===== src/rtl/minibus_master_port.sv =====
// Single-issue CPU load/store to minibus initiator: alignment check, store lane replication, load extract/extend.
// Optional `MINIBUS_MASTER_TIMEOUT_EN builds a BUS-phase timeout that returns err after TIMEOUT_CYCLES cycles.
module minibus_master_port #(
   parameter int unsigned BIT_WIDTH      = 32,
   parameter int unsigned TIMEOUT_CYCLES = 255
) (
   input  logic                 clk,
   input  logic                 rst,
   input  logic                 cpu_req_valid,
   output logic                 cpu_req_ready,
   input  logic [BIT_WIDTH-1:0] cpu_addr,
   input  logic                 cpu_wen,
   input  logic [1:0]           cpu_width,
   input  logic                 cpu_unsigned,
   input  logic [BIT_WIDTH-1:0] cpu_wdata,
   output logic                 cpu_resp_valid,
   output logic [BIT_WIDTH-1:0] cpu_resp_rdata,
   output logic                 cpu_resp_err,
   output logic [BIT_WIDTH-1:0] bus_addr,
   output logic [BIT_WIDTH-1:0] bus_wdata,
   output logic                 bus_wen,
   output logic                 bus_ren,
   output logic [1:0]           bus_width,
   input  logic                 bus_ack,
   input  logic                 bus_err,
   input  logic [BIT_WIDTH-1:0] bus_rdata
);

   typedef enum logic [1:0] {IDLE, BUS, RESP} state_t;

   state_t               state, state_nxt;
   logic                 uns_q, uns_nxt;
   logic [BIT_WIDTH-1:0] addr_nxt, wdata_nxt, rdata_nxt;
   logic [1:0]           width_nxt;
   logic                 wen_nxt, ren_nxt, rv_nxt, err_nxt;
   logic                 misaligned, timeout;
   logic [BIT_WIDTH-1:0] wdata_lanes, load_data;
   logic [7:0]           rd_byte;
   logic [15:0]          rd_half;

   assign cpu_req_ready = (state == IDLE);

   assign misaligned = (cpu_width == 2'b01 && cpu_addr[0]) ||
                       (cpu_width == 2'b10 && cpu_addr[1:0] != 2'b00) ||
                       (cpu_width == 2'b11);

   always_comb begin
      case (cpu_width)
         2'b00:   wdata_lanes = {(BIT_WIDTH/8){cpu_wdata[7:0]}};
         2'b01:   wdata_lanes = {(BIT_WIDTH/16){cpu_wdata[15:0]}};
         default: wdata_lanes = cpu_wdata;
      endcase
   end

   // Registered addr/width double as the lane selectors for the load result.
   assign rd_byte = bus_rdata[{bus_addr[1:0], 3'b000} +: 8];
   assign rd_half = bus_rdata[{bus_addr[1], 4'b0000} +: 16];

   always_comb begin
      case (bus_width)
         2'b00:   load_data = {{(BIT_WIDTH-8){rd_byte[7] & ~uns_q}}, rd_byte};
         2'b01:   load_data = {{(BIT_WIDTH-16){rd_half[15] & ~uns_q}}, rd_half};
         default: load_data = bus_rdata;
      endcase
   end

`ifdef MINIBUS_MASTER_TIMEOUT_EN
   localparam logic [7:0] TO_LAST = 8'(TIMEOUT_CYCLES - 1);
   logic [7:0] cnt_q, cnt_nxt;

   assign timeout = (cnt_q == TO_LAST);
   assign cnt_nxt = (state == BUS) ? cnt_q + 8'd1 : '0;

   always_ff @(posedge clk) begin
      if (rst) cnt_q <= '0;
      else     cnt_q <= cnt_nxt;
   end
`else
   assign timeout = 1'b0 && (TIMEOUT_CYCLES != 0);
`endif

   always_comb begin
      state_nxt = state;
      addr_nxt  = bus_addr;
      wdata_nxt = bus_wdata;
      width_nxt = bus_width;
      uns_nxt   = uns_q;
      wen_nxt   = 1'b0;
      ren_nxt   = 1'b0;
      rv_nxt    = 1'b0;
      err_nxt   = 1'b0;
      rdata_nxt = '0;
      case (state)
         IDLE: begin
            if (cpu_req_valid) begin
               addr_nxt  = cpu_addr;
               wdata_nxt = wdata_lanes;
               width_nxt = cpu_width;
               uns_nxt   = cpu_unsigned;
               if (misaligned) begin
                  rv_nxt    = 1'b1;
                  err_nxt   = 1'b1;
                  state_nxt = RESP;
               end else begin
                  wen_nxt   = cpu_wen;
                  ren_nxt   = ~cpu_wen;
                  state_nxt = BUS;
               end
            end
         end
         BUS: begin
            if (bus_err || timeout) begin
               rv_nxt    = 1'b1;
               err_nxt   = 1'b1;
               state_nxt = RESP;
            end else if (bus_ack) begin
               rv_nxt    = 1'b1;
               rdata_nxt = bus_ren ? load_data : '0;
               state_nxt = RESP;
            end else begin
               wen_nxt = bus_wen;
               ren_nxt = bus_ren;
            end
            // Ack in the same cycle as the timeout limit still counts as a response.
            if (bus_ack && !bus_err) begin
               err_nxt   = 1'b0;
               rdata_nxt = bus_ren ? load_data : '0;
            end
         end
         default: state_nxt = IDLE;
      endcase
   end

   always_ff @(posedge clk) begin
      if (rst) begin
         state          <= IDLE;
         uns_q          <= 1'b0;
         bus_addr       <= '0;
         bus_wdata      <= '0;
         bus_width      <= '0;
         bus_wen        <= 1'b0;
         bus_ren        <= 1'b0;
         cpu_resp_valid <= 1'b0;
         cpu_resp_err   <= 1'b0;
         cpu_resp_rdata <= '0;
      end else begin
         state          <= state_nxt;
         uns_q          <= uns_nxt;
         bus_addr       <= addr_nxt;
         bus_wdata      <= wdata_nxt;
         bus_width      <= width_nxt;
         bus_wen        <= wen_nxt;
         bus_ren        <= ren_nxt;
         cpu_resp_valid <= rv_nxt;
         cpu_resp_err   <= err_nxt;
         cpu_resp_rdata <= rdata_nxt;
      end
   end

endmodule


===== config.mk =====
export PLATFORM = sky130hd
export DESIGN_NAME = minibus_master_port
export DESIGN_NICKNAME = d
export VERILOG_FILES = /design/src/rtl/minibus_master_port.sv
export SDC_FILE = /design/constraint.sdc
export NUM_CORES = 1
export LEC_CHECK = 0
export ABC_AREA = 1
export BUFFER_PORTS_ARGS = -buffer_cell sky130_fd_sc_hd__buf_2
export CORE_MARGIN = 2
export CORE_UTILIZATION = 30
export DETAILED_ROUTE_END_ITERATION = 8
export GPL_ROUTABILITY_DRIVEN = 0
export PLACE_DENSITY = 0.59
export SYNTH_ARGS = -nofsm -noshare
export SYNTH_HDL_FRONTEND = slang
export SYNTH_SLANG_ARGS = --single-unit

===== constraint.sdc =====
create_clock -name clk -period 2.59 [get_ports clk]
set_input_delay 0.259 -clock clk [delete_from_list [all_inputs] [get_ports clk]]
set_output_delay 0.259 -clock clk [all_outputs]
set_load 0.05 [all_outputs]

# After elaboration in Yosys (flattened, before gate mapping)
# Index checks and enable logic that the tools add are counted.
[totals] latchBits=0 mem_count=0 romBits=0 elab_cells=64 ramBits=0 regBits=105 inputBits=105
[classes] n_eq_ne=7 div_mod_pow=0 n_mux=27 n_addsub=0 n_bitwise=5 order_cmp=0 shift=2 n_reduce_logical=13 multipliers=0
[ops] operator="$mux 32" count=4
[ops] operator="$pmux 32 s2" count=2
[ops] operator="$shiftx 32x6->16" count=1
[ops] operator="$shiftx 32x6->8" count=1
[ops] operator="$mux 1" count=12
[ops] operator="$mux 2" count=4
[ops] operator="$pmux 1 s2" count=4
[ops] operator="$eq 2x1->1 const B" count=3
[ops] operator="$logic_not 2->1" count=3
[ops] operator="$eq 2x2->1 const B" count=2
[ops] operator="$pmux 2 s2" count=1
[ops] operator="$reduce_and 2->1" count=2
[ops] operator="$logic_and 1x1->1" count=3
[ops] operator="$ne 3x3->1 const B" count=1
[ops] operator="$not 1->1" count=3
[ops] operator="$and 1x1->1" count=2
[ops] operator="$logic_or 1x1->1" count=2
[ops] operator="$ne 2x2->1 const B" count=1
[ops] operator="$reduce_bool 2->1" count=1
[ops] operator="$reduce_or 2->1" count=1
[ops] operator="$logic_not 1->1" count=1

# Logic depth before layout (Yosys ltp)
# Gate-level depths: netlist (run 1).
[logic_depth] word_depth=7 mapped_depth=11 depth_no_buf=9

# Least setup slack after synthesis (run 1)
# OpenSTA, ideal clock, no wires.
[synth_path] path_kind="register to register" from="register bus_width[1]" to="register cpu_resp_rdata[21]" path_stages_with_launch=12 period_less_slack_ns=1.722 setup_time_ns=0.118 path_slack_ns=0.868 arrival_ns=1.604 cell_sequence="dfxtp_1 > buf_6 > inv_8 > nand2_4 > nor2_1 > nand2_1 > nand2_2 > nand2_4 > nand3_4 > nand2_4 > buf_12 > nor2_4"
[synth_via] elab_chain_cells=6 elab_cells_between_ends=7 cone_classes="1 x eq/ne; 5 x mux; 1 x reduce/logical"
[synth_lines] element="from (decl)" line="23" text="output logic [1:0] bus_width,"
[synth_lines] element="from (signal assigned)" line="151" text="bus_width <= width_nxt;"
[synth_lines] element="$eq 2x1->1 / $logic_not 2->1 (equally long branches)" line="60" text="case (bus_width)"
[synth_lines] element="$pmux 32 s2 *" line="60"
[synth_lines] element="$mux 32 *" line="118, 127"
[synth_lines] element="$mux 32" line="116" text="end else if (bus_ack) begin"
[synth_lines] element="$mux 32" line="112" text="if (bus_err || timeout) begin"
[synth_lines] element="$mux 32 *" line="125" text="if (bus_ack && !bus_err) begin"
[synth_lines] element="to (signal assigned)" line="156" text="cpu_resp_rdata <= rdata_nxt;"
[synth_lines] element="to (decl)" line="17" text="output logic [BIT_WIDTH-1:0] cpu_resp_rdata,"
# Every way passes the cells marked *; elsewhere a longest branch is shown, timed or not.
# A chain may end at the register's enable or synchronous reset.

# Final worst setup path (run 1)
[layout_path] from="register bus_addr[1]" to="output bus_addr[1]"
[layout_rtl] element="from (decl)" line="19" text="output logic [BIT_WIDTH-1:0] bus_addr,"
[layout_rtl] element="from (signal assigned)" line="149" text="bus_addr <= addr_nxt;"
# No word-level cell between the ends.

==> impl_metrics.tcl, run 1 <==
set metrics [dict create \
    finish.utilization_pct 40.4 \
    syn-cell-area_um2 4400 \
    crit_slowest_cell "dfxtp_1" \
    post_drt_wl_per_cell_um 14.2 \
    gr-usage-all-layers_pct 17.5 \
    crit_family "buffers and inverters" \
    synth_seq_cells 105 \
    die_w_um 125 \
    ctsLongestPathBuffers 2 \
    path_max_fanout 16 \
    diodes 0 \
    drive_gt1_share_pct 33.9 \
    tightestPinTransition_ns 0.553 \
    port-buffer-count 207 \
    ios 208 \
    setup_viol 0 \
    synth_cell_types 27 \
    tns_ns 0 \
    ir_drop_v 0.000302 \
    drcViolationCount 0 \
    final_cells 972 \
    arrival_ns 1.49 \
    die-area_um2 15700 \
    syn_nets 697 \
    finalCritPeriodShare_pct 67.5 \
    max_freq_mhz 572 \
    startpoint "bus_addr[1]$_SDFFE_PP0P_" \
    grt_max_degree 48 \
    ys_seq_area_share_pct 47.8 \
    antenna_found_initial 0 \
    cts_root_buf "clkbuf_16" \
    power_density_nw_per_um2 697 \
    synth.avg_cell_area_um2 7.43 \
    rrSetupSlack_ns 0.88 \
    die_y_um 125 \
    cts_buffers 9 \
    path_depth 2 \
    wl_um 13800 \
    viasPerCell 4.54 \
    fillCellCount 1552 \
    clk_pin_slew_ns 0.08 \
    cts_max_level 3 \
    synth_warnings 0 \
    worstSetupPathType "reg2out" \
    hp-class "in2reg" \
    insertion_delay_ns 0.35 \
    leakagePower_nw 3.05 \
    fp-row-count 44 \
    clock_sinks 105 \
    start_kind "register" \
    fin_nets 888 \
    syn_to_final_growth_pct 32.3 \
    rsz0062_at_grt "false" \
    dr.pass1.iters 4 \
    r2r-start "bus_addr[1]$_SDFFE_PP0P_" \
    core_area_um2 14400 \
    cap_violations 0 \
    cts_resized 0 \
    grt_pass1_wl_um 21900 \
    critPathBufInv 2 \
    hold_violations 0 \
    critPathMaxStageDelay_ns 0.57 \
    ff2ff_path_depth 9 \
    required_ns 2.33 \
    gr-total-overflow 0 \
    postCtsSetupBuffers 0 \
    crit_end "bus_addr[1]" \
    syn_inst 592 \
    fin_crit_ns 1.75 \
    worstPathCellList "buf_4 > buf_2" \
    slew_viol_final 0 \
    antenna_violating_nets_post_route 0 \
    initial_core_util_pct 30.5 \
    status "finished clean" \
    crit_path_end_kind "output pin" \
    dp_cells 956 \
    cts_tree "built" \
    clock_skew_ns 0.00779 \
    holdBufCountCts 0 \
    slew_headroom_pct 63.1 \
    rr_endpoint "cpu_resp_rdata[18]$_SDFF_PP0_" \
    initialDrtViolationCount 291 \
    hpwl_um 10200 \
    vias 4410 \
    grt_pass1_vias 4270 \
]
## where the power goes
part / switching [W] / leakage (nW) / internal [W]
Combinational: 0.000715 / 2.05 / 0.000270
Clock: 0.000642 / 0.136 / 0.000660
Sequential: 0.0000579 / 0.862 / 0.00172
Total: 0.00141 / 3.05 / 0.00265
## worst min-delay path by stage
stage | slack [ns] | startpoint | endpoint | cells past startpoint
finish | 0.15 | cpu_addr[11] | bus_addr[11]$_SDFFE_PP0P_ | 3
floorplan | 0.39 | bus_rdata[16] | cpu_resp_rdata[16]$_SDFF_PP0_ | 2
detailed placement | 0.45 | bus_wdata[2]$_SDFFE_PP0P_ | bus_wdata[2]$_SDFFE_PP0P_ | 2
global placement | 0.45 | bus_wdata[2]$_SDFFE_PP0P_ | bus_wdata[2]$_SDFFE_PP0P_ | 2
CTS | 0.14 | cpu_wdata[24] | bus_wdata[24]$_SDFFE_PP0P_ | 3
global route | 0.16 | cpu_addr[11] | bus_addr[11]$_SDFFE_PP0P_ | 3
## placed cells by master, fill, tap and decap left out, drive strengths merged
master,instances
or2,7
nand3,25
a21oi,50
clkinvlp,1
o22ai,8
o211ai,7
o21ai,59
o21a,1
nor2,127
dfxtp,105
nor3,2
clkinv,4
clkbuf,9
inv,55
nand2,107
a31oi,7
buf,214
## per-layer routing
layer | track usage, % | wire, um
met1 | 20.8 | 5840
met2 | 29.3 | 6430
met3 | 6.42 | 1270
met4 | 5.82 | 242
met5 | 0 | 0
## kinds of logic after synthesis
logic type / count (synthesis) / synth area share [%]
DFF: 105 / 47.8
AOI/OAI and AO/OA: 132 / 15.9
buffers and inverters: 87 / 9.01
and+or+nand+nor: 268 / 27.3
## through the flow
stage          hold slack [ns]  worst slack [ns]  area, um^2  power, W
6_report                 0.152             0.842        5820   0.00406
5_1_grt                  0.157             0.720        5820   0.00429
4_1_cts                  0.139             0.838        5820   0.00412
3_5_place_dp             0.454             0.892        5540   0.00280
3_3_place_gp             0.451             0.925        5540   0.00280
2_1_floorplan            0.394             0.868        4400   0.00252
## cell type report
| type | count | area (um^2) | share of cell area (%) |
|---|---|---|---|
| Inverter | 53 | 209 | 3.59 |
| Sequential cell | 105 | 2100 | 36.1 |
| Clock buffer | 9 | 225 | 3.87 |
| Tap cell | 184 | 230 | 3.95 |
| Clock inverter | 7 | 52.6 | 0.903 |
| Multi-Input combinational cell | 400 | 1900 | 32.7 |
| Timing Repair Buffer | 214 | 1100 | 18.9 |
## cells in the mapped netlist (all sizes together)
cell type  instances  area, um^2
nand2            107         432
buf               16         120
or2                7        43.8
inv               53         209
a21oi             50         250
dfxtp            105        2100
o211ai             7        52.6
o21ai             59         295
o21a               1        7.51
o22ai              8        50.1
nor2             127         574
clkbuf            18        67.6
nor3               2        10.0
nand3             25         143
a31oi              7        43.8
## state kept, by name, summed over array words and instances (netlist names)
signal / cells
state: 2
uns_q: 1
bus_wen: 1
bus_ren: 1
cpu_resp_rdata: 32
cpu_resp_valid: 1
bus_addr: 32
bus_width: 2
cpu_resp_err: 1
bus_wdata: 32
## worst min-delay path: stages
cell and delay, ns:
buf_2 0.07, o21ai_0 0.07, nor2_1 0.07
Power figures use the tool's default switching activity.
==> run 2, diff against run 1 <==
==> constraint.sdc (replaced) <==
create_clock -name clk -period 1.77 [get_ports clk]
set_input_delay 0.177 -clock clk [delete_from_list [all_inputs] [get_ports clk]]
set_output_delay 0.177 -clock clk [all_outputs]
set_load 0.05 [all_outputs]
==> run 2 against run 1 <==
- highest routed layer unchanged
- clock power increased by 51%
- utilization grew 0.52 points
- combinational power rose by 49%
- critical path type is now reg2reg
- critical endpoint is now cpu_resp_rdata[31]$_SDFF_PP0_
- clock skew shrank 0.0012 ns
- power increased by 48%
- die area unchanged
- sequential share of layout area fell by 0.46 points
- count of clock-buffer cells in the layout is 1 higher
==> impl_metrics.tcl, run 2 (synthesized netlist as in run 1, its figures left out) <==
set metrics [dict create \
    required_ns 2.05 \
    rr_endpoint "cpu_resp_rdata[31]$_SDFF_PP0_" \
    dpl_cell_area_um2 5610 \
    layout_common_cells "buf_2, nor2_1, dfxtp_1, nand2_1, o21ai_0" \
    slew_viol_final 0 \
    gr-usage-all-layers_pct 17.3 \
    pwr-share-clk_pct 32.6 \
    slew_headroom_pct 65.1 \
    setup_viol 0 \
    crit_path_end_kind "register" \
    grt_pass1_vias 4117 \
    grt_max_degree 31 \
    grt_pass1_wl_um 21500 \
    cts_tree "built" \
    cts_max_level 3 \
    holdBufCountCts 0 \
    die-area_um2 15700 \
    reg_top3 "bus_addr: 32 flops, bus_wdata: 32 flops, cpu_resp_rdata: 32 flops" \
    switching_share_pct 34.6 \
    setup_ws_ns 0.183 \
    finalCritPeriodShare_pct 89.7 \
    gr-total-overflow 0 \
    hold_violations 0 \
    cts_buffers 9 \
    r2r-start "bus_addr[1]$_SDFFE_PP0P_" \
    crit_family "simple AND/OR/NAND/NOR gates" \
    clock_skew_ns 0.00657 \
    fp-row-count 44 \
    viasPerCell 4.56 \
    hpwl_um 10400 \
    cap_violations 0 \
    dp_worst_setup_slack_ns 0.206 \
    tightestPinTransition_ns 0.524 \
    switchingPower_w 0.00208 \
    postCtsSetupBuffers 0 \
    hp-class "in2reg" \
    ff2ff_path_depth 9 \
    critPathMaxStageDelay_ns 0.39 \
    clock_sinks 105 \
    rsz0062_at_grt "false" \
    p_int_w 0.00394 \
    initial_core_util_pct 30.5 \
    antenna_found_initial 0 \
    leakagePower_nw 3.09 \
    core_area_um2 14400 \
    fin_total_pwr_w 0.00602 \
    fin_crit_ns 1.59 \
    arrival_ns 1.87 \
    pwr-share-comb_pct 24.5 \
    initialDrtViolationCount 228 \
    clk_pin_slew_ns 0.08 \
    startpoint "bus_addr[1]$_SDFFE_PP0P_" \
    crit_end "cpu_resp_rdata[31]$_SDFF_PP0_" \
    ctsLongestPathBuffers 2 \
    cts_root_buf "clkbuf_16" \
    critPathBufInv 1 \
    final_common_cell "buf_2" \
    path_max_fanout 16 \
    power_density_nw_per_um2 1020 \
    cts_resized 0 \
    post_drt_wl_per_cell_um 14.0 \
    drcViolationCount 0 \
    ios 208 \
    worstPathCellList "buf_4 > nand2_1 > nand2_2 > nand2_1 > nand2_2 > nand2_4 > nand3_4 > nand2_4 > nor2_1" \
    start_kind "register" \
    port-buffer-count 207 \
    antenna_violating_nets_post_route 0 \
    whs_ns 0.0691 \
    worstSetupPathType "reg2reg" \
    tns_ns 0 \
    syn_to_final_growth_pct 34.0 \
    die_w_um 125 \
    power_frac_seq_pct 43.0 \
    fin_nets 895 \
    insertion_delay_ns 0.35 \
    rrSetupSlack_ns 0.18 \
    drive_gt1_share_pct 34.5 \
    dr.pass1.iters 4 \
    wl_um 13700 \
    status "finished clean" \
    vias 4466 \
    max_freq_mhz 630 \
    path_depth 9 \
    diodes 0 \
    die_y_um 125 \
    crit_slowest_cell "dfxtp_1" \
    final_cell_area_um2 5900 \
    ir_drop_v 0.000478 \
]
-- run 2: cell count changes in the layout (fill, tap and decap cells not counted) --
cell,previous run,this run
clkinv_4,2,0
inv_8,1,2
clkinv_2,2,1
clkbuf_8,0,1
buf_12,1,2
clkinvlp_4,1,2
buf_4,6,12
-- run 2: worst register-to-register path, delay by kind of cell, from the launching register on --
kind	cells	cell delay, ns
flip-flops	1	0.39
AND/OR/NAND/NOR	8	0.91
buffers and inverters	1	0.22
-- run 2: area by class of cell --
| class | instances | area [um^2] |
|---|---|---|
| fillers | 1534 | 8530 |
| flip-flops and latches | 105 | 2100 |
| multi-input cells | 400 | 1900 |
| repair buffers | 221 | 1170 |
| clock buffers | 10 | 239 |
| well taps | 184 | 230 |
| inverters | 53 | 209 |
| clock inverters | 6 | 48.8 |
-- run 2: metal layers --
metal  wire length (um)  vias up  GRT usage, %
li1                   -     2286             -
met1               5890     1961          21.4
met2               6170      202          27.8
met3               1420       17          6.29
met4                247        0          6.27
met5                  0        -             0
-- run 2: how the worst min path moves through the flow --
stage,from,end,slack (ns),depth (start not counted)
2_1_floorplan,bus_rdata[16],cpu_resp_rdata[16]$_SDFF_PP0_,0.31,2
3_3_place_gp,cpu_addr[29],bus_addr[29]$_SDFFE_PP0P_,0.43,3
3_5_place_dp,bus_rdata[20],cpu_resp_rdata[20]$_SDFF_PP0_,0.43,3
4_1_cts,cpu_addr[2],bus_addr[2]$_SDFFE_PP0P_,0.06,3
5_1_grt,cpu_addr[6],bus_addr[6]$_SDFFE_PP0P_,0.07,3
6_report,cpu_addr[6],bus_addr[6]$_SDFFE_PP0P_,0.07,3
-- run 2: through the flow --
step | util (%) | cells
finish | 40.9 | 979
global route | 40.9 | 979
CTS | 40.9 | 979
detailed placement | 38.9 | 963
global placement | 38.9 | 963
floorplan | - | 592
-- run 2: power by group through the flow --
stage          Sequential, W  Combinational (W)  Clock [W]
2_1_floorplan        0.00313           0.000554          0
3_3_place_gp         0.00264            0.00149          0
3_5_place_dp         0.00264            0.00148          0
4_1_cts              0.00259            0.00149    0.00204
5_1_grt              0.00261            0.00160    0.00215
6_report             0.00259            0.00147    0.00196
